**config.mk**
```make
export PLATFORM = sky130hd
export DESIGN_NAME = reg_bus_master
export DESIGN_NICKNAME = d
export VERILOG_FILES = /design/src/rtl/reg_bus_pkg.sv /design/src/rtl/reg_bus_timeout.sv /design/src/rtl/reg_bus_master.sv
export SDC_FILE = /design/constraint.sdc
export NUM_CORES = 1
export LEC_CHECK = 0
export ABC_AREA = 1
export BUFFER_PORTS_ARGS = -buffer_cell sky130_fd_sc_hd__buf_2
export CORE_MARGIN = 8
export CORE_UTILIZATION = 30
export CTS_CLUSTER_SIZE = 10
export DETAILED_ROUTE_END_ITERATION = 8
export PLACE_DENSITY_LB_ADDON = 0.2
export SLEW_MARGIN = 20
export SYNTH_ARGS = -nofsm -noshare
export SYNTH_HDL_FRONTEND = slang
export SYNTH_SLANG_ARGS = --single-unit
export TNS_END_PERCENT = 100
```
**constraint.sdc**
```tcl
create_clock -name clk_usb -period 2.7 [get_ports clk_usb]
set_input_delay 0.405 -clock clk_usb [delete_from_list [all_inputs] [get_ports clk_usb]]
set_output_delay 0.405 -clock clk_usb [all_outputs]
set_load 0.005 [all_outputs]
```
**src/rtl/reg_bus_pkg.sv**
```systemverilog
// Register-bus shared definitions: FSM state encoding, frame header layout and
// the command map shared with every register slave.
package reg_bus_pkg;

  typedef enum logic [2:0] {
    IDLE,
    LEN_LO,
    LEN_HI,
    WR_DATA,
    RD_FETCH,
    RD_SEND
  } state_t;

  localparam int HDR_RD_BIT  = 7;
  localparam int HDR_CMD_MSB = 6;
  localparam int HDR_CMD_LSB = 0;

  localparam logic [7:0] CMD_DIGITAL_EDGE_DETECTOR_CFG = 8'd49;

  function automatic logic [7:0] hdr_cmd(input logic [7:0] hdr);
    return {1'b0, hdr[HDR_CMD_MSB:HDR_CMD_LSB]};
  endfunction

endpackage

```
**src/rtl/reg_bus_timeout.sv**
```systemverilog
// Inter-byte watchdog: counts idle cycles, restarts on clear, and flags expiry
// once LIMIT cycles have passed. Saturates so the flag stays up until cleared.
module reg_bus_timeout #(
  parameter logic [23:0] LIMIT = 24'd12_000_000
) (
  input  logic clk_usb,
  input  logic reset_n,
  input  logic clear,
  output logic expired
);

  logic [23:0] count;

  // NOTE: sequential state uses non-blocking (<=) so every flop samples pre-edge values.
  always_ff @(posedge clk_usb or negedge reset_n) begin
    if (!reset_n) begin
      count <= '0;
    end else if (clear) begin
      count <= '0;
    end else if (count != LIMIT) begin
      count <= count + 24'd1;
    end
  end

  assign expired = (count == LIMIT);

endmodule

```
**src/rtl/reg_bus_master.sv**
```systemverilog
// Register-bus initiator: parses header/length/payload frames from the serial
// receiver into register strobes and streams read data back to the transmitter.
// Optional inter-byte timeout is enabled with `define REG_BUS_TIMEOUT_EN.
module reg_bus_master #(
  parameter logic [23:0] TIMEOUT_CYCLES = 24'd12_000_000
) (
  input  logic        clk_usb,
  input  logic        reset_n,
  input  logic [7:0]  rx_data,
  input  logic        rx_valid,
  output logic [7:0]  tx_data,
  output logic        tx_valid,
  input  logic        tx_ready,
  output logic [7:0]  reg_cmd,
  output logic [15:0] reg_bytecount,
  output logic [7:0]  reg_data_in,
  input  logic [7:0]  reg_data_out,
  output logic        reg_read,
  output logic        reg_write
);

  import reg_bus_pkg::*;

  state_t      state;
  logic        hdr_rd;
  logic [7:0]  cmd;
  logic [15:0] len;
  logic [15:0] idx;
  logic        last_idx;
  logic        timeout_expired;

  assign last_idx = (idx == len - 16'd1);

`ifdef REG_BUS_TIMEOUT_EN
  logic timeout_clear;

  // Only the byte-gathering states are watched; reads wait on the transmitter.
  assign timeout_clear = rx_valid || !(state inside {LEN_LO, LEN_HI, WR_DATA});

  reg_bus_timeout #(
    .LIMIT(TIMEOUT_CYCLES)
  ) u_timeout (
    .clk_usb(clk_usb),
    .reset_n(reset_n),
    .clear  (timeout_clear),
    .expired(timeout_expired)
  );
`else
  logic unused_timeout;

  assign unused_timeout  = ^TIMEOUT_CYCLES;
  assign timeout_expired = 1'b0;
`endif

  always_ff @(posedge clk_usb or negedge reset_n) begin
    if (!reset_n) begin
      state         <= IDLE;
      hdr_rd        <= 1'b0;
      cmd           <= '0;
      len           <= '0;
      idx           <= '0;
      tx_data       <= '0;
      tx_valid      <= 1'b0;
      reg_cmd       <= '0;
      reg_bytecount <= '0;
      reg_data_in   <= '0;
      reg_read      <= 1'b0;
      reg_write     <= 1'b0;
    end else begin
      // NOTE: strobes default low each cycle; a branch that fires raises them for one cycle only.
      reg_read  <= 1'b0;
      reg_write <= 1'b0;

      case (state)
        IDLE: begin
          if (rx_valid) begin
            hdr_rd <= rx_data[HDR_RD_BIT];
            cmd    <= hdr_cmd(rx_data);
            state  <= LEN_LO;
          end
        end

        LEN_LO: begin
          if (rx_valid) begin
            len[7:0] <= rx_data;
            state    <= LEN_HI;
          end else if (timeout_expired) begin
            state <= IDLE;
          end
        end

        LEN_HI: begin
          if (rx_valid) begin
            len[15:8] <= rx_data;
            idx       <= '0;
            if ({rx_data, len[7:0]} == 16'd0) begin
              state <= IDLE;
            end else if (hdr_rd) begin
              // The first fetch strobe is raised on entry so it coincides with RD_FETCH.
              reg_read      <= 1'b1;
              reg_bytecount <= '0;
              reg_cmd       <= cmd;
              state         <= RD_FETCH;
            end else begin
              state <= WR_DATA;
            end
          end else if (timeout_expired) begin
            state <= IDLE;
          end
        end

        WR_DATA: begin
          if (rx_valid) begin
            reg_write     <= 1'b1;
            reg_data_in   <= rx_data;
            reg_bytecount <= idx;
            reg_cmd       <= cmd;
            idx           <= idx + 16'd1;
            if (last_idx) begin
              state <= IDLE;
            end
          end else if (timeout_expired) begin
            state <= IDLE;
          end
        end

        RD_FETCH: begin
          tx_data  <= reg_data_out;
          tx_valid <= 1'b1;
          state    <= RD_SEND;
        end

        RD_SEND: begin
          if (tx_ready) begin
            tx_valid <= 1'b0;
            if (last_idx) begin
              state <= IDLE;
            end else begin
              idx           <= idx + 16'd1;
              reg_read      <= 1'b1;
              reg_bytecount <= idx + 16'd1;
              reg_cmd       <= cmd;
              state         <= RD_FETCH;
            end
          end
        end

        default: state <= IDLE;
      endcase
    end
  end

endmodule

```
---- Word-level counts from Yosys, hierarchy flattened ----
Index checks and enable logic that the tools add are counted.
Widths: inputs -> output; s select.
cells by class
  add/sub/neg operators ................... 2
  eq/ne operators ......................... 15
  mux-type cells .......................... 37
  reduce and logical (&&, ||, !) cells .... 12
operator list
  kind                   number
  $mux 16                8
  $pmux 16 s3            2
  $mux 8                 6
  $mux 3                 9
  $pmux 8 s3             1
  $ne 2x2->1 const B     9
  $pmux 3 s6             1
  $add 16x1->16 const B  1
  $eq 16x16->1           1
  $logic_not 16->1       1
  $sub 16x1->16 const B  1
  $reduce_and 2->1       5
  $mux 1                 8
  $reduce_and 7->1       1
  $eq 3x2->1 const B     2
  $eq 3x3->1 const B     2
  $reduce_and 6->1       1
  $reduce_and 5->1       1
  $pmux 1 s2             2
  $eq 3x1->1 const B     1
  $logic_not 3->1        1
  $reduce_bool 3->1      1
  $reduce_bool 2->1      1
word-level totals
  flip-flop bits (word level) ............. 86
  input port bits ......................... 20
  output and inout bits ................... 43

---- Longest topological paths before layout ----
Gate-level depths: netlist of the first run.
  depth in word-level cells ............... 5
  mapped depth ............................ 16
  gate-level depth less buffers ........... 15

---- Worst setup path after synthesis of the first run ----
No wires, ideal clock.
  path kind ............................... register to register
  from .................................... reg len[0]
  to ...................................... reg reg_bytecount[10]
  library setup time ...................... 0.117 ns
  arrival time ............................ 1.935 ns
  data required time ...................... 2.583 ns
  slack ................................... 0.648 ns
  stages on the path, launching flop included .. 15
  buffers on the path ..................... 1
  period minus slack after synthesis ...... 2.052 ns
  cells stage by stage .................... dfrtp_1 inv_1 ha_1 nand2_2 nor2_2 nand2_1 xor2_1 nand2_1 nor2_1 nand3_2 nand3_4 nor2_4 buf_6 nand2_1 nand2_1
between the ends
  longest elaborated chain between the ends .. 4
  elaborated cells between the ends (all ways) .. 6
ends and longest elaborated chain
  item                          line                   source
  from (decl)                   reg_bus_master.sv:27   logic [15:0] len;
  from (signal assigned)        reg_bus_master.sv:85   len[7:0] <= rx_data;
  $sub 16x1->16                 reg_bus_master.sv:32   assign last_idx = (idx == len - 16'd1);
  $eq 16x16->1                  reg_bus_master.sv:32
  $ne 2x2->1 (no line)          n/a
  $reduce_and 7->1 (no line) *  n/a
  to (signal assigned)          reg_bus_master.sv:116  reg_bytecount <= idx;
  to (signal assigned)          reg_bus_master.sv:141  reg_bytecount <= idx + 16'd1;
  to (decl)                     reg_bus_master.sv:15   output logic [15:0] reg_bytecount,
Mark *: on every way between the ends. The rest lies on a longest branch, timed or not.
A chain may end at the register's enable or synchronous reset.

---- Worst setup path after layout of the first run ----
  from .................................... reg len[0]
  to ...................................... reg reg_bytecount[4]
The elaborated chain is that of the path after synthesis.

==> out/summary.md, run 1 <==
The run gives 14500 sq um as the core area. The portion of total power attributed to combinational logic came out at 0.387. The die is 138 um wide.

TritonCTS built the clock tree. For the setup total negative slack, the log shows 0 ns. The clock insertion delay at the later pin of the skew report came out at 0.35 ns. The total global-route track usage is 0.134, and the number of clock sinks seen by CTS is 85.

The final-report hold violation count was 0; the number of instances in the synthesized netlist was 572. In the post-synthesis netlist, the biggest area contributors are dfrtp_1 (48%), nand2_1 (18%), o21ai_0 (6.1%). Timing endpoint of the critical path: reg_bytecount[4]$_DFFE_PN0P_. Across the VDD grid, the largest voltage drop is 0.541 mV. The worst register-to-register path begins at len[0]$_DFFE_PN0P_.

For the largest net degree at the start of global routing, the log shows 48. The static leakage is 2.73 nW. The multi-input combinational cells in the finished layout cover a total of 2060 sq um.

The tool flagged a number of max-cap violations equal to 0. The run gives 2 as the maximum buffer depth of the clock tree. The filler cells instantiated in the layout total 1535. The cell type group with the largest total delay on the critical path was simple AND/OR/NAND/NOR gates. The routed layout has 3859 vias. The share of final-layout standard cells stronger than drive strength 1 is 0.167, and the number of global-route vias before repair is 3961. During synthesis, Yosys emitted a total of 0 warnings. The critical path is of the flip-flop to flip-flop type. Switching fraction of total power: 0.404. Cell repeated most along the worst path: nand2_1. For the worst setup path, the data arrival time is 2.54 ns. For the pin with the worst max-slew slack, the measured transition is 0.677 ns. After layout, the worst setup slack is 0.407 ns.

The area growth from synthesis to layout is 19.5%. The run finished with clean final reports. The power spent charging and discharging nets was 2.13 mW; the number of antenna-violating nets in the routed design was 0.

The number of buffers and inverters on the critical path is 2. The first global-routing pass estimated 19.8 mm of wire. The worst register-to-register path ends at reg_bytecount[4]$_DFFE_PN0P_. The routed design has 12.1 mm of wire. Counting flops and latches in the post-synthesis netlist gives 85. The wire-length estimate of the detail-placed layout is 9.28 mm. Clock skew on the completed layout was measured at 0.0139 ns. The critical path launch point was len[0]$_DFFE_PN0P_. Area share of the leading cell type in the synthesized netlist: 0.477. The starting density of the core is 0.307. CTS built an H-tree with a depth of 3. The sequential share of the synthesized area was 0.477.

By count the netlist is led by nand2_1 (213), dfrtp_1 (85), inv_1 (56). Share of flip-flops with an asynchronous set or reset: 1.00. The logs give 0.41 ns for the setup slack of the most critical reg-to-reg path and 0 for the DRC violation count after routing. Number of cell rows: 44. The startpoint type of the worst setup path was a flip-flop. The number of cells on the worst reg-to-reg path is 16. The total of buffers placed on input and output ports works out to 61.

The count of cell instances traversed by the critical path works out to 16. The initial antenna violation count was 0. The number of nets handed over by synthesis was 595. The combined area of all synthesized cells is 4460 sq um. The final critical-path share of the clock period is 0.849. The aggregate global routing overflow came out at 0. After the last flow step, the layout net total stands at 663.

The routed length per instance was 14.7 um. The most used flip-flop cell after synthesis is dfrtp_1. The cell sitting at the root of the clock tree is a clkbuf_16. The tools report the number of max-slew violations in the final report as 0. Most common cell in the synthesized netlist: nand2_1. Counting flops with a built-in enable in the synthesized netlist gives 0. The normalized max-slew margin is 0.548. After clock tree synthesis, the clock-pin slew on the worst setup and hold paths is 0.07 ns. Registers take 2130 sq um. The worst setup slack before clock tree synthesis was 0.159 ns; the maximum fanout count along the critical path was 18. For this design, the slowest cell found on the critical path is dfrtp_1. The largest single stage delay on the critical path is 0.41 ns. The repair_antennas step left the layout with diodes totalling 0.

The number of search-and-repair iterations in the first detailed-routing pass is 4, and the proportion of power drawn by the clock network is 0.238. The logs give 829 for the final non-filler cell total and 3.14 mW for the cell-internal power. The signal on the critical path passes through inv_2, ha_1, nand2_2, nor2_2, nand2_1, nand2_1, nand2_1, nor2_1, nand2_1, nor2_2, nand3_2, nand3_4, nor2_4, buf_12, nand2_1, nand2_1.

Class of the tightest hold or removal check: primary input to asynchronous set/reset pin. In this run, CTS created clock tree buffers numbering 9. For the proportion of power drawn by flip-flops and latches, the log shows 0.376. Timing would allow up to 436 MHz. The number of design-rule violations left by the first detailed-router iteration was 256; the vertical die dimension was 138 um. For the worst setup path, the data required time is 2.94 ns. The cell total after placement is 812, and the power per cell area is 988 nW/um^2. The tools report the type of destination of the critical path as a flip-flop. In this run the count of I/O pins placed on the die edge is 63. Setup repair after global routing left no endpoint under its margin.

In this run the mean area of a mapped cell was 7.80 sq um. Setup violations remaining at the end of the flow were counted as 0. In the routed layout, each cell is associated on average with a via count of 4.66. The run gives 19000 sq um as the overall die area. Synthesis instantiated 32 different standard cells from the library.

dfrtp_1 takes more of the synthesized area than any other cell. At the end of routability-driven placement, the weighted congestion stood at 0.908. Final critical-path required period: 2.29 ns.
[cells in the final DEF, fill, tap and decap left out, drive strengths merged]
cell type  count
clkinv         5
ha             3
o22ai          8
clkbuf         9
nor4           3
dfrtp         85
nand2        215
inv           57
o21bai         1
nor3           4
bufinv         1
a21oi          4
xor2          22
o21ai         57
xnor2          4
buf           70
conb           1
mux2           8
nand4          9
nor2          50
clkinvlp       1
and2           1
nand3         20
nand3b         5
a22o           2
[area by class of cell]
| cell class | count | area share |
|---|---|---|
| tap | 184 | 0.0432 |
| clock inverter | 7 | 0.0138 |
| inverter | 57 | 0.0401 |
| timing repair buffer | 70 | 0.0758 |
| clock buffer | 9 | 0.0423 |
| multi-input combinational | 417 | 0.386 |
| sequential | 85 | 0.399 |
[cell families after synthesis]
family,share of synthesized area
and+or+nand+nor,0.291
other,0.000840
muxes,0.0202
buffers and inverters,0.0667
AOI/OAI and AO/OA,0.0853
xor gates and xnor gates,0.0510
DFF,0.477
adders and majority gates,0.00841
[flip-flops by register name, summed over array words and instances, names as in the netlist]
name,flops
reg_bytecount,16
hdr_rd,1
idx,16
cmd,7
reg_read,1
len,16
tx_valid,1
reg_cmd,7
state,3
reg_write,1
reg_data_in,8
tx_data,8
[timing repair]
action	CTS	global route
setup buffers	0	1
resized for setup	0	5
hold buffers	0	0
setup endpoints to repair	0	39
[power by group through the flow]
stage / clock [mW] / sequential, mW / combinational (mW)
2_1_floorplan: 0 / 1.92 / 1.43
3_5_place_dp: 0 / 2.00 / 2.03
5_1_grt: 1.34 / 2.03 / 2.35
6_report: 1.25 / 1.98 / 2.04
3_3_place_gp: 0 / 2.00 / 2.00
4_1_cts: 1.29 / 1.98 / 2.04
[stage by stage]
step	utilization	hold slack, ns	power (mW)	area, sq um
global placement	0.344	0.427	3.99	5000
floorplan	-	0.109	3.36	4460
CTS	0.365	0.0670	5.31	5300
finish	0.367	0.0435	5.27	5330
global route	0.367	0.0870	5.72	5330
detailed placement	0.344	0.440	4.03	5000
[worst min path at each step]
stage | startpoint | end | slack [ns] | cells past startpoint
6_report | reset_n | idx[4]$_DFFE_PN0P_ | 0.04 | 1
5_1_grt | reset_n | idx[4]$_DFFE_PN0P_ | 0.09 | 1
4_1_cts | reset_n | idx[4]$_DFFE_PN0P_ | 0.07 | 1
3_5_place_dp | reset_n | len[5]$_DFFE_PN0P_ | 0.44 | 1
3_3_place_gp | reset_n | len[5]$_DFFE_PN0P_ | 0.43 | 1
2_1_floorplan | reset_n | cmd[0]$_DFFE_PN0P_ | 0.11 | 0
[metal layers]
metal / GRT usage / routed length (um)
met4: 0.0579 / 257
met2: 0.211 / 5680
met5: 0 / 0
met3: 0.0341 / 564
met1: 0.171 / 5640
Note: power is estimated with default switching activity, not from simulation.
==> run 2: changes to the inputs <==
==> constraint.sdc (replaced) <==
create_clock -name clk_usb -period 2.4 [get_ports clk_usb]
set_input_delay 0.36 -clock clk_usb [delete_from_list [all_inputs] [get_ports clk_usb]]
set_output_delay 0.36 -clock clk_usb [all_outputs]
set_load 0.005 [all_outputs]
==> out/summary.md, run 2 (same netlist as run 1, synthesis figures left out) <==
Counting tap cells, the placed design contains a total of 821 instances. Static timing analysis puts the maximum clock frequency at 449 MHz. The min-delay analysis places its worst path in the category primary input to asynchronous set/reset pin.

Detailed placement finished with a half-perimeter wire length of 9.40 mm. Overall power consumption after layout is estimated at 6.20 mW. For the worst setup slack before clock tree synthesis, the log shows 0.0371 ns. Normalized max-slew margin: 0.599. The floorplan has 44 rows. TritonCTS built the clock tree.

The horizontal die dimension works out to 138 um. In the final layout, the registers with the most flip-flops are idx: 16 flops, len: 16 flops, reg_bytecount: 16 flops. Dividing the detail-routed wire length by the instance count gives 15.0 um. The first global-routing pass estimated 20.4 mm of wire.

The clock-pin slew on the worst setup and hold paths is 0.06 ns, and the largest net degree at the start of global routing is 49. The run gives -0.00316 ns as the worst hold-check slack. The most critical setup path has its startpoint at len[1]$_DFFE_PN0P_. The proportion of power drawn by the clock network was 0.237; the number of global-route vias before repair was 3909. The setup total negative slack is 0 ns, and the number of design-rule violations left by the first detailed-router iteration is 234. The maximum fanout count along the critical path is 11. The switching fraction of total power is 0.396.

At the pin with the least slew margin, the transition time is 0.602 ns. The clock reaches the later pin of the worst-skew pair after 0.35 ns. The final reports fail on negative hold slack. Summed over all nets, the switching power comes to 2.46 mW.

The tools report the portion of total power attributed to combinational logic as 0.402. At the end of the flow, the number of nets in the layout was 676. The total of buffers placed on input and output ports is 61, and the number of clock sinks seen by CTS is 85.

On the worst path, the slowest cell contributes a delay of 0.42 ns. The number of buffer and inverter instances along the worst setup path is 1. The core area came out at 14500 sq um.

The run finished, with violations left. The number of max-slew violations in the final report was 0; the initial antenna violation count was 0. The tool flagged a number of max-cap violations equal to 0. The worst setup path is launched from a flip-flop. At the worst endpoint, the required time is 2.68 ns.

Summing all non-filler instances in the final layout gives an area of 5480 sq um. The run gives 0.377 as the core occupancy in the finished layout. The slowest stage of the critical path is the dfrtp_1 cell. The proportion of power drawn by flip-flops and latches is 0.361. For the worst setup path, the data arrival time is 2.51 ns.

Walking the worst path, the cells encountered are inv_2, ha_2, nand2_2, o21ai_0, nand2_1, nand2_1, nor2_2, nand2_1, nor2_2, nand3_4, nand3_4, nor2_4, nand2_1, nand2_1. The most numerous cell type found on the critical path is nand2_1. The logs give 2.79 nW for the static leakage and 12.6 mm for the final wirelength. The starting density of the core was 0.307; the level count of the clock H-tree was 3. The die covers 19000 sq um. For the peak supply drop, the log shows 0.555 mV. Internal power comes to 3.75 mW. Counting the buffers created by CTS gives 9. Across the routed clock network, the largest skew measured is 0.00906 ns.

For the number of search-and-repair iterations in the first detailed-routing pass, the log shows 4. Leading cell type in the layout, fill and taps excluded: nand2_1. The final setup violation count came out at 0. For this run, design rule violations remaining after detail routing come to 0. STA classifies the critical path endpoint as a flip-flop. The share of final-layout standard cells stronger than drive strength 1 is 0.192, and the power per cell area is 1130 nW/um^2. For the aggregate global routing overflow, the log shows 0.

The final critical-path setup slack was 0.174 ns; the final critical-path share of the clock period was 0.927. For the total global-route track usage, the log shows 0.139. The startpoint identified for the worst register-to-register timing path is len[1]$_DFFE_PN0P_. After detailed placement, the total cell area comes to 5070 sq um.

The run gives 0 as the number of diodes added for antenna fixing. Measured along the y axis, the die boundary spans 138 um. The critical path in this run is classified as flip-flop to flip-flop. Compared with the post-synthesis result, the final layout area differs by 22.8%. During I/O placement, the number of pins put on the boundary was 63. In the layout the commonest cells are nand2_1 (212), dfrtp_1 (83), buf_2 (60). The logs give 0.873 for the routability congestion estimate from global placement and 0 for the number of antenna-violating nets in the routed design.

After layout, the minimum clock period comes to 2.23 ns. The cell sitting at the root of the clock tree is a clkbuf_16. The number of vias in the routed layout was 3933. Excluding fillers, the count of instances in the completed layout stands at 841.

The cell type group with the largest total delay on the critical path is simple AND/OR/NAND/NOR gates. No sink is reached through more buffers than the 2 on the longest clock path. The final-report hold violation count came out at 5.

Using the TritonRoute via totals, the vias-per-cell ratio works out to 4.68.
[run 2: changes by cell type in the layout (fill, tap and decap cells not counted), moves of 2 or more]
| cell | change |
|---|---|
| clkbuf_1 | +2 |
| nor2_1 | -4 |
| dfrtp_2 | +2 |
| buf_4 | +11 |
| nor2_4 | +3 |
| nor2_2 | +2 |
| dfrtp_1 | -2 |
[run 2: cell type report]
cell class	count	area, sq um
Timing Repair Buffer	82	507
Multi-Input combinational cell	418	2090
Clock inverter	4	73.8
Tap cell	184	230
Clock buffer	11	233
Sequential cell	85	2130
Fill cell	1539	9050
Inverter	57	214
[run 2: final timing paths]
path                                                 end  slack [ns]  cells past startpoint
min                                   idx[3]$_DFFE_PN0P_      -0.003                      1
min in group clk_usb              tx_data[3]$_DFFE_PN0P_        0.24                      2
max                        reg_bytecount[11]$_DFFE_PN0P_        0.17                     14
max in group asynchronous             len[2]$_DFFE_PN0P_        1.76                      2
max reg2reg                reg_bytecount[11]$_DFFE_PN0P_        0.17                     14
min reg2reg                 reg_bytecount[2]$_DFFE_PN0P_        0.47                      2
[run 2: layer usage]
metal | track usage | part of all wire | vias to the layer above
met5 | 0 | 0 | -
met4 | 0.0531 | 0.017 | 0
met3 | 0.0322 | 0.044 | 16
met2 | 0.221 | 0.47 | 66
met1 | 0.178 | 0.47 | 1870
li1 | - | - | 1981
[run 2: what timing repair did]
action / CTS / global route
resized for setup: 0 / 17
endpoints found under the hold margin: 0 / 0
endpoints found under the setup margin: 0 / 37
setup buffers: 0 / 4
hold buffers: 0 / 0
[run 2: power groups by stage]
stage	clock network, mW	logic, mW	registers, mW
2_1_floorplan	0	1.61	2.17
3_3_place_gp	0	2.28	2.25
3_5_place_dp	0	2.32	2.26
4_1_cts	1.52	2.32	2.24
5_1_grt	1.58	2.86	2.29
6_report	1.47	2.49	2.24
[run 2: worst register-to-register path, cell delays in order, from the launching register on]
cell and delay (ns):
dfrtp_1 0.42, inv_2 0.09, ha_2 0.19, nand2_2 0.11, o21ai_0 0.21, nand2_1 0.11, nand2_1 0.09, nor2_2 0.04
nand2_1 0.06, nor2_2 0.06, nand3_4 0.11, nand3_4 0.14, nor2_4 0.37, nand2_1 0.09, nand2_1 0.08
